<file path="config.mk">
export PLATFORM = sky130hd
export DESIGN_NAME = sram_fifo_ctrl_flat
export DESIGN_NICKNAME = d
export VERILOG_FILES = /design/src/rtl/sram_fifo_ctrl_if.sv /design/src/rtl/sram_fifo_ctrl.sv /design/src/flat_wrapper.sv
export SDC_FILE = /design/constraint.sdc
export NUM_CORES = 1
export LEC_CHECK = 0
export ABC_AREA = 1
export CAP_MARGIN = 40
export CORE_ASPECT_RATIO = 1.75
export CORE_MARGIN = 10
export CORE_UTILIZATION = 51
export CTS_BUF_LIST = sky130_fd_sc_hd__clkbuf_16
export CTS_CLUSTER_SIZE = 14
export DETAILED_ROUTE_END_ITERATION = 7
export PLACE_DENSITY = 0.87
export SYNTH_ARGS = -nofsm -noshare
export SYNTH_HDL_FRONTEND = slang
export SYNTH_SLANG_ARGS = --single-unit
</file>
<file path="constraint.sdc">
create_clock -name CLK -period 6.6 [get_ports CLK]
set_input_delay 0.99 -clock CLK [delete_from_list [all_inputs] [get_ports CLK]]
set_output_delay 0.99 -clock CLK [all_outputs]
set_load 0.01 [all_outputs]
</file>
<file path="src/rtl/sram_fifo_ctrl_if.sv">
// Valid/ready write and read streams of the SRAM-backed FIFO controller,
// plus the occupancy count.
interface sram_fifo_ctrl_if #(
   parameter int unsigned BITWIDTH = 32,
   parameter int unsigned DEPTH    = 8
) ();
   logic                in_valid;
   logic                in_ready;
   logic [BITWIDTH-1:0] in_data;
   logic                out_valid;
   logic                out_ready;
   logic [BITWIDTH-1:0] out_data;
   logic [DEPTH+1:0]    count;

   modport master (
      output in_valid, in_data, out_ready,
      input  in_ready, out_valid, out_data, count
   );

   modport slave (
      input  in_valid, in_data, out_ready,
      output in_ready, out_valid, out_data, count
   );
endinterface

</file>
<file path="src/rtl/sram_fifo_ctrl.sv">
// FIFO controller driving one dual-port SRAM (1-cycle registered read); a 2-entry
// output buffer hides the read latency so the output stream runs at full rate.
module sram_fifo_ctrl #(
   parameter int unsigned BITWIDTH = 32,
   parameter int unsigned DEPTH    = 8
) (
   input  logic                CLK,
   input  logic                RST,
   sram_fifo_ctrl_if.slave     fifo,
   output logic [BITWIDTH-1:0] sram_D,
   output logic                sram_WEB,
   output logic [BITWIDTH-1:0] sram_BWEB,
   output logic [DEPTH-1:0]    sram_AA,
   output logic                sram_REB,
   output logic [DEPTH-1:0]    sram_AB,
   input  logic [BITWIDTH-1:0] sram_Q
);

   localparam logic [DEPTH:0] SramFull = {1'b1, {DEPTH{1'b0}}};

   logic [DEPTH-1:0]    wr_ptr_q, wr_ptr_d, rd_ptr_q, rd_ptr_d;
   logic [DEPTH:0]      sram_cnt_q, sram_cnt_d;
   logic                inflight_q;
   logic [BITWIDTH-1:0] buf_q [2];
   logic                head_q, head_d;
   logic [1:0]          buf_cnt_q, buf_cnt_d;
   logic [DEPTH+1:0]    count_q, count_d;
   logic                accept, pop, issue;
   logic [2:0]          occ_next;

   assign fifo.in_ready  = !RST && (sram_cnt_q != SramFull);
   assign fifo.out_valid = (buf_cnt_q != 2'd0);
   assign fifo.out_data  = buf_q[head_q];
   assign fifo.count     = count_q;

   assign accept = fifo.in_valid && fifo.in_ready;
   assign pop    = fifo.out_valid && fifo.out_ready;

   // Buffer slots that will be claimed after this edge if nothing new is issued.
   assign occ_next = {1'b0, buf_cnt_q} + {2'b00, inflight_q} - {2'b00, pop};
   assign issue    = !RST && (sram_cnt_q != '0) && (occ_next < 3'd2);

   assign sram_D    = fifo.in_data;
   assign sram_WEB  = accept;
   assign sram_BWEB = '1;
   assign sram_AA   = wr_ptr_q;
   assign sram_REB  = issue;
   assign sram_AB   = rd_ptr_q;

   always_comb begin
      wr_ptr_d   = wr_ptr_q;
      rd_ptr_d   = rd_ptr_q;
      sram_cnt_d = sram_cnt_q;
      count_d    = count_q;
      head_d     = head_q;
      buf_cnt_d  = buf_cnt_q;

      if (accept) wr_ptr_d = wr_ptr_q + 1'b1;
      if (issue)  rd_ptr_d = rd_ptr_q + 1'b1;
      if (pop)    head_d   = ~head_q;

      case ({accept, issue})
         2'b10:   sram_cnt_d = sram_cnt_q + 1'b1;
         2'b01:   sram_cnt_d = sram_cnt_q - 1'b1;
         default: sram_cnt_d = sram_cnt_q;
      endcase

      case ({accept, pop})
         2'b10:   count_d = count_q + 1'b1;
         2'b01:   count_d = count_q - 1'b1;
         default: count_d = count_q;
      endcase

      case ({inflight_q, pop})
         2'b10:   buf_cnt_d = buf_cnt_q + 1'b1;
         2'b01:   buf_cnt_d = buf_cnt_q - 1'b1;
         default: buf_cnt_d = buf_cnt_q;
      endcase
   end

   always_ff @(posedge CLK) begin
      if (RST) begin
         wr_ptr_q   <= '0;
         rd_ptr_q   <= '0;
         sram_cnt_q <= '0;
         inflight_q <= 1'b0;
         head_q     <= 1'b0;
         buf_cnt_q  <= '0;
         count_q    <= '0;
         buf_q[0]   <= '0;
         buf_q[1]   <= '0;
      end else begin
         wr_ptr_q   <= wr_ptr_d;
         rd_ptr_q   <= rd_ptr_d;
         sram_cnt_q <= sram_cnt_d;
         inflight_q <= issue;
         head_q     <= head_d;
         buf_cnt_q  <= buf_cnt_d;
         count_q    <= count_d;
         // A capture never meets a full buffer, so the tail slot is head or the other one.
         if (inflight_q) buf_q[head_q ^ buf_cnt_q[0]] <= sram_Q;
      end
   end

endmodule

</file>
<file path="src/flat_wrapper.sv">
// flat-port wrapper written by rule: the top's interface ports become plain ports
module sram_fifo_ctrl_flat 
#(
   parameter int unsigned BITWIDTH = 32,
   parameter int unsigned DEPTH    = 8
)
  (CLK, RST, sram_D, sram_WEB, sram_BWEB, sram_AA, sram_REB, sram_AB, sram_Q, fifo_in_valid, fifo_in_data, fifo_out_ready, fifo_in_ready, fifo_out_valid, fifo_out_data, fifo_count);
  sram_fifo_ctrl_if #(.BITWIDTH(BITWIDTH), .DEPTH(DEPTH)) fifo_i ();
  input  logic CLK;
  input  logic RST;
  output logic [BITWIDTH-1:0] sram_D;
  output logic sram_WEB;
  output logic [BITWIDTH-1:0] sram_BWEB;
  output logic [DEPTH-1:0] sram_AA;
  output logic sram_REB;
  output logic [DEPTH-1:0] sram_AB;
  input  logic [BITWIDTH-1:0] sram_Q;
  input wire logic [$bits(fifo_i.in_valid)-1:0] fifo_in_valid;
  input wire logic [$bits(fifo_i.in_data)-1:0] fifo_in_data;
  input wire logic [$bits(fifo_i.out_ready)-1:0] fifo_out_ready;
  output wire logic [$bits(fifo_i.in_ready)-1:0] fifo_in_ready;
  output wire logic [$bits(fifo_i.out_valid)-1:0] fifo_out_valid;
  output wire logic [$bits(fifo_i.out_data)-1:0] fifo_out_data;
  output wire logic [$bits(fifo_i.count)-1:0] fifo_count;
  assign fifo_i.in_valid = fifo_in_valid;
  assign fifo_i.in_data = fifo_in_data;
  assign fifo_i.out_ready = fifo_out_ready;
  assign fifo_in_ready = fifo_i.in_ready;
  assign fifo_out_valid = fifo_i.out_valid;
  assign fifo_out_data = fifo_i.out_data;
  assign fifo_count = fifo_i.count;
  sram_fifo_ctrl #(.BITWIDTH(BITWIDTH), .DEPTH(DEPTH)) u_core (.CLK(CLK), .RST(RST), .fifo(fifo_i), .sram_D(sram_D), .sram_WEB(sram_WEB), .sram_BWEB(sram_BWEB), .sram_AA(sram_AA), .sram_REB(sram_REB), .sram_AB(sram_AB), .sram_Q(sram_Q));
endmodule
</file>
==> run metrics, run 1 <==
status=complete, no violations; kind of critical path=input pin to output pin; # fillers=904; Avg Synthesized Cell Area=8.90 µm²; CTS Sinks=104; synthesized flop and latch total=104; Hold WC Path Type=flop to flop; pin count of the biggest net entering global routing=34; Worst Path Max Fanout=11; total track usage=15.8%; fin crit share=71.7%; final hold slack=507 ps; Main synth FF type=edfxtp_1; layout cells sized above 1=10.7%; number of buffers created by CTS=9; Final Instance Area=0.00699 mm²; Worst path slowest cell=clkdlybuf4s50_1; Internal=1650 µW; Switching Share=38.1%; GRT overflow=0; io pins=194; chip height=163 µm; die area=0.0167 mm²; PD cells=380 mW/mm²; Layout area overhead=16.7%; crit path capture type=output pin; Clock Tree Buf Depth=2; initial antenna violation count=0; clock transition at the registers of the reported paths=70 ps; DRC=0; dominant cell type by area after synthesis=edfxtp_1; final setup violation count=0; Cells after Synth=674; Pre-antenna DRT Iters=4; crit path DAT=3740 ps; VDD IR max=219 µV; clk_skew=8.18 ps; Clock Tree Root=clkbuf_16; Slew headroom=49.8%; combinational group share of total power=44.5%; CTS tree=built; CP max stage delay=570 ps; post-DP HPWL=9.83 mm; Max Cap Viol=0; asr flop ratio synth=0%; Clk Latency, worst-skew pair=340 ps; Post-CTS Resized=0; top cells by area, synth=edfxtp_1 32%, dfxtp_1 13%, buf_4 8.0%; fmax=211 MHz; switching power=1010 µW; RSZ-0062 raised after global routing=false; post-route ant nets=0; count of cell types in the netlist=35; Core ar.=0.0115 mm²; area of placed instances=0.00667 mm²; startpoint types=input pin; CP Data Required Time=5610 ps; CP delay by family, top=buffers and inverters; synthesized area=0.00600 mm²; Seq pwr share=34.2%; LEAKAGE=0.00319 µW; Yosys top cell area share=32.1%; drt wl/cell=15.3 µm; Slew Limit Fails=0; final setup margin=1870 ps; most frequent cells in the layout=101 x nor2_1, 97 x inv_1, 97 x clkdlybuf4s50_1; final WL=13.4 mm; EDFF count, synth=64; Iter 0 DRT Violations=194; clock power share=21.3%; DIE WIDTH=102 µm; row count=52; number of setup buffers added after CTS=0; setup TNS=0 ps; worst path cell trace=clkdlybuf4s50_1 > nand2_1 > inv_1 > ha_1 > nor2_1 > inv_1 > fa_1 > nand3_1 > a21oi_1 > nand2_2 > inv_2 > clkdlybuf4s50_1; vias in the first global route=4542; Antenna Cells=0; final hold violations=0; CP bufs+invs=5; Total Nets Final=826; Starting Density=52.1%; Port Buffers=97; Slew @ Worst Pin=749 ps; H-tree Lvls=3; most common cell after layout, fill and taps aside=nor2_1; Yosys warning count=0; pre-CTS worst setup slack=1840 ps; via count=4409; first-pass GRT wire length=21.3 mm; minimum clock period=4730 ps; CTS Hold Bufs=0; Final GP Congestion=0.928; Vias/cell=5.04; Seq/Total Area, Yosys=45.4%
## sequential cells by signal, indices dropped and copies added (netlist names), named ones only
| name | cells |
|---|---|
| u_core.buf_cnt_q | 2 |
| u_core.buf_q | 64 |
| u_core.fifo.count | 10 |
| u_core.head_q | 1 |
| u_core.inflight_q | 1 |
| u_core.sram_AA | 8 |
| u_core.sram_AB | 8 |
| u_core.sram_cnt_q | 9 |
## cells by family (layout without fill, tap and decap cells)
group           count (synthesis)  after routing  synth area share (%)
compound gates                 55             55                  5.51
simple gates                  256            256                  18.5
other cells                     1             32                0.0625
fa+ha+maj                      24             24                  5.38
xor+xnor                       18             18                  2.63
buf+inv                       184            218                  16.5
flops                         104            104                  45.4
mux                            32             32                  6.01
## power groups by stage
stage	registers (µW)	logic [µW]	clock network (µW)
floorplan	920	832	0
detailed placement	925	1180	0
global route	926	1330	598
CTS	911	1190	578
finish	911	1180	566
global placement	918	1150	0
## synth_stat cells (all sizes together) (3+ instances only)
library cell	count
clkbuf	4
dfxtp	40
a21oi	36
inv	99
buf	80
mux2	32
xnor2	6
nand3	39
ha	21
nor2	103
xor2	12
nand4	14
edfxtp	64
fa	3
o21ai	15
o21a	3
nand2	98
## worst paths after layout
path	startpoint	endpoint	slack, ps	cells past startpoint
max reg2reg	u_core.buf_cnt_q[1]$_SDFFE_PP0N_	u_core.sram_cnt_q[6]$_SDFFE_PP0P_	2640	22
min	u_core.head_q$_SDFFE_PP0P_	u_core.head_q$_SDFFE_PP0P_	510	1
max	fifo_out_ready	sram_REB	1870	12
min reg2reg	u_core.head_q$_SDFFE_PP0P_	u_core.head_q$_SDFFE_PP0P_	510	1
## layout make-up
type / instances / area [µm²] / share of cell area, %
Sequential cell: 104 / 2720 / 38.9
Inverter: 100 / 375 / 5.37
Clock buffer: 9 / 225 / 3.22
Multi-Input combinational cell: 417 / 2400 / 34.3
Timing Repair Buffer: 102 / 1010 / 14.4
Tap cell: 135 / 169 / 2.42
Clock inverter: 7 / 95.1 / 1.36
## through the flow
step	instances	util, %	power, µW
6_report	874	60.7	2660
5_1_grt	874	60.7	2860
4_1_cts	874	60.7	2680
3_5_place_dp	858	58.0	2100
3_3_place_gp	858	58.0	2070
2_1_floorplan	705	-	1750
## routing by layer
layer  share of wire, %  up-vias  wire [µm]  track usage [%]
met3                6.5       50        870             3.55
met5                  0        -          0                0
met4                4.7        0        626             9.54
met2                 51      148       6900             28.3
met1                 37     2022       5010             16.2
li1                   -     2189          -                -
Note: power is estimated with default switching activity, not from simulation.
==> run 2, diff against run 1 <==
--- a/config.mk
+++ b/config.mk
@@ -9,11 +9,11 @@
 export CAP_MARGIN = 40
 export CORE_ASPECT_RATIO = 1.75
 export CORE_MARGIN = 10
-export CORE_UTILIZATION = 51
+export CORE_UTILIZATION = 47
 export CTS_BUF_LIST = sky130_fd_sc_hd__clkbuf_16
 export CTS_CLUSTER_SIZE = 14
 export DETAILED_ROUTE_END_ITERATION = 7
-export PLACE_DENSITY = 0.87
+export PLACE_DENSITY = 0.81
 export SYNTH_ARGS = -nofsm -noshare
 export SYNTH_HDL_FRONTEND = slang
 export SYNTH_SLANG_ARGS = --single-unit
==> constraint.sdc (replaced) <==
create_clock -name CLK -period 4.59 [get_ports CLK]
set_input_delay 0.6885 -clock CLK [delete_from_list [all_inputs] [get_ports CLK]]
set_output_delay 0.6885 -clock CLK [all_outputs]
set_load 0.01 [all_outputs]
==> run metrics, run 2 (synthesis gave the netlist of run 1 again) <==
max reg flops=64; Clock Tree Root=clkbuf_16; row count=54; GRT overflow=0; Crit Reg-Reg Startpoint=u_core.buf_cnt_q[1]$_SDFFE_PP0N_; status=complete, no violations; io pins=194; Iter 0 DRT Violations=184; Pre-antenna DRT Iters=4; Clock Tree Buf Depth=2; CTS Sinks=104; number of setup buffers added after CTS=0; Layout area overhead=17.3%; Clk Latency, worst-skew pair=350 ps; Slew headroom=50.4%; CTS Hold Bufs=0; hold path start=u_core.head_q$_SDFFE_PP0P_; Core ar.=0.0125 mm²; PD cells=541 mW/mm²; Total Nets Final=826; Multi-input gate area=0.00240 mm²; CTS tree=built; number of buffers created by CTS=9; post-DP HPWL=9.42 mm; worst path cell trace=clkdlybuf4s50_1 > nand2_1 > inv_1 > ha_1 > nor2_1 > inv_1 > fa_1 > nand3_1 > a21oi_1 > nand2_2 > inv_2 > clkdlybuf4s50_1; final core utilization=56.3%; LEAKAGE=0.00319 µW; die area=0.0179 mm²; Hold WC Path Type=flop to flop; setup TNS=0 ps; initial antenna violation count=0; critical path depth=12; most frequent cells in the layout=101 x nor2_1, 97 x inv_1, 97 x clkdlybuf4s50_1; register area=0.00272 mm²; Slew Limit Fails=0; flop2flop setup slack=670 ps; first-pass GRT wire length=21.2 mm; via count=4358; # fillers=1069; final hold slack=491 ps; crit path DAT=3480 ps; Post-CTS Resized=0; pin count of the biggest net entering global routing=34; vias in the first global route=4461; kind of critical path=input pin to output pin; RSZ-0062 raised after global routing=false; hold path cells=1; R2R cell count=22; final WL=12.9 mm; clk_skew=9.74 ps; Antenna Cells=0; H-tree Lvls=3; most common cell after layout, fill and taps aside=nor2_1; clock transition at the registers of the reported paths=70 ps; VDD IR max=282 µV; chip height=169 µm; crit path capture type=output pin; layout cells sized above 1=10.7%; Worst Path Max Fanout=11; Starting Density=48.0%; FF-to-FF End=u_core.sram_cnt_q[5]$_SDFFE_PP0P_; startpoint types=input pin; DRC=0; post-route ant nets=0; final hold violations=0; total track usage=14.4%; final setup violation count=0; Power Total=3810 µW; CP max stage delay=620 ps; Max Cap Viol=0; Vias/cell=4.80; minimum clock period=4160 ps; Final GP Congestion=0.889; drt wl/cell=14.2 µm; pre-CTS worst setup slack=185 ps; Worst path slowest cell=clkdlybuf4s50_1; fmax=240 MHz; fin crit share=90.7%; Slew @ Worst Pin=741 ps; Biggest register=u_core.buf_q; CP Data Required Time=3900 ps; DIE WIDTH=105 µm; CP delay by family, top=buffers and inverters; CP bufs+invs=5; Port Buffers=97; final setup margin=425 ps
==> run 2: cell counts in the layout (fill, tap and decap cells not counted) <==
Identical to the previous run, type by type.
==> run 2: metal layers <==
layer / global-route usage, % / vias to the layer above / wire length, µm
li1: - / 2192 / -
met1: 15.3 / 2007 / 5120
met2: 26.4 / 138 / 6680
met3: 3.95 / 21 / 844
met4: 5.04 / 0 / 221
met5: 0 / - / 0
==> run 2: area by class of cell <==
type,instances,area share (%)
flip-flops and latches,104,38.7
multi-input cells,417,34.1
repair buffers,102,14.3
inverters,100,5.34
clock buffers,9,3.20
well taps,168,2.99
clock inverters,7,1.35
==> run 2: through the flow <==
| stage | std cells | area (µm²) |
|---|---|---|
| final | 907 | 7040 |
| after global routing | 907 | 7040 |
| after CTS | 907 | 7040 |
| after detailed placement | 891 | 6720 |
| after global placement | 891 | 6720 |
| after floorplan | 705 | 6110 |
==> run 2: power breakdown <==
part	internal [µW]	switching (µW)	total, µW
clock	440	370	810
sequential	1200	111	1310
combinational	733	959	1690
==> run 2: how the worst max path moves through the flow <==
stage	start	endpoint	slack, ps
global placement	fifo_out_ready	u_core.sram_cnt_q[7]$_SDFFE_PP0P_	250
floorplan	fifo_out_ready	u_core.sram_cnt_q[7]$_SDFFE_PP0P_	1030
global route	fifo_out_ready	u_core.sram_cnt_q[5]$_SDFFE_PP0P_	160
finish	fifo_out_ready	sram_REB	430
detailed placement	fifo_out_ready	u_core.sram_cnt_q[7]$_SDFFE_PP0P_	180
CTS	fifo_out_ready	sram_REB	410
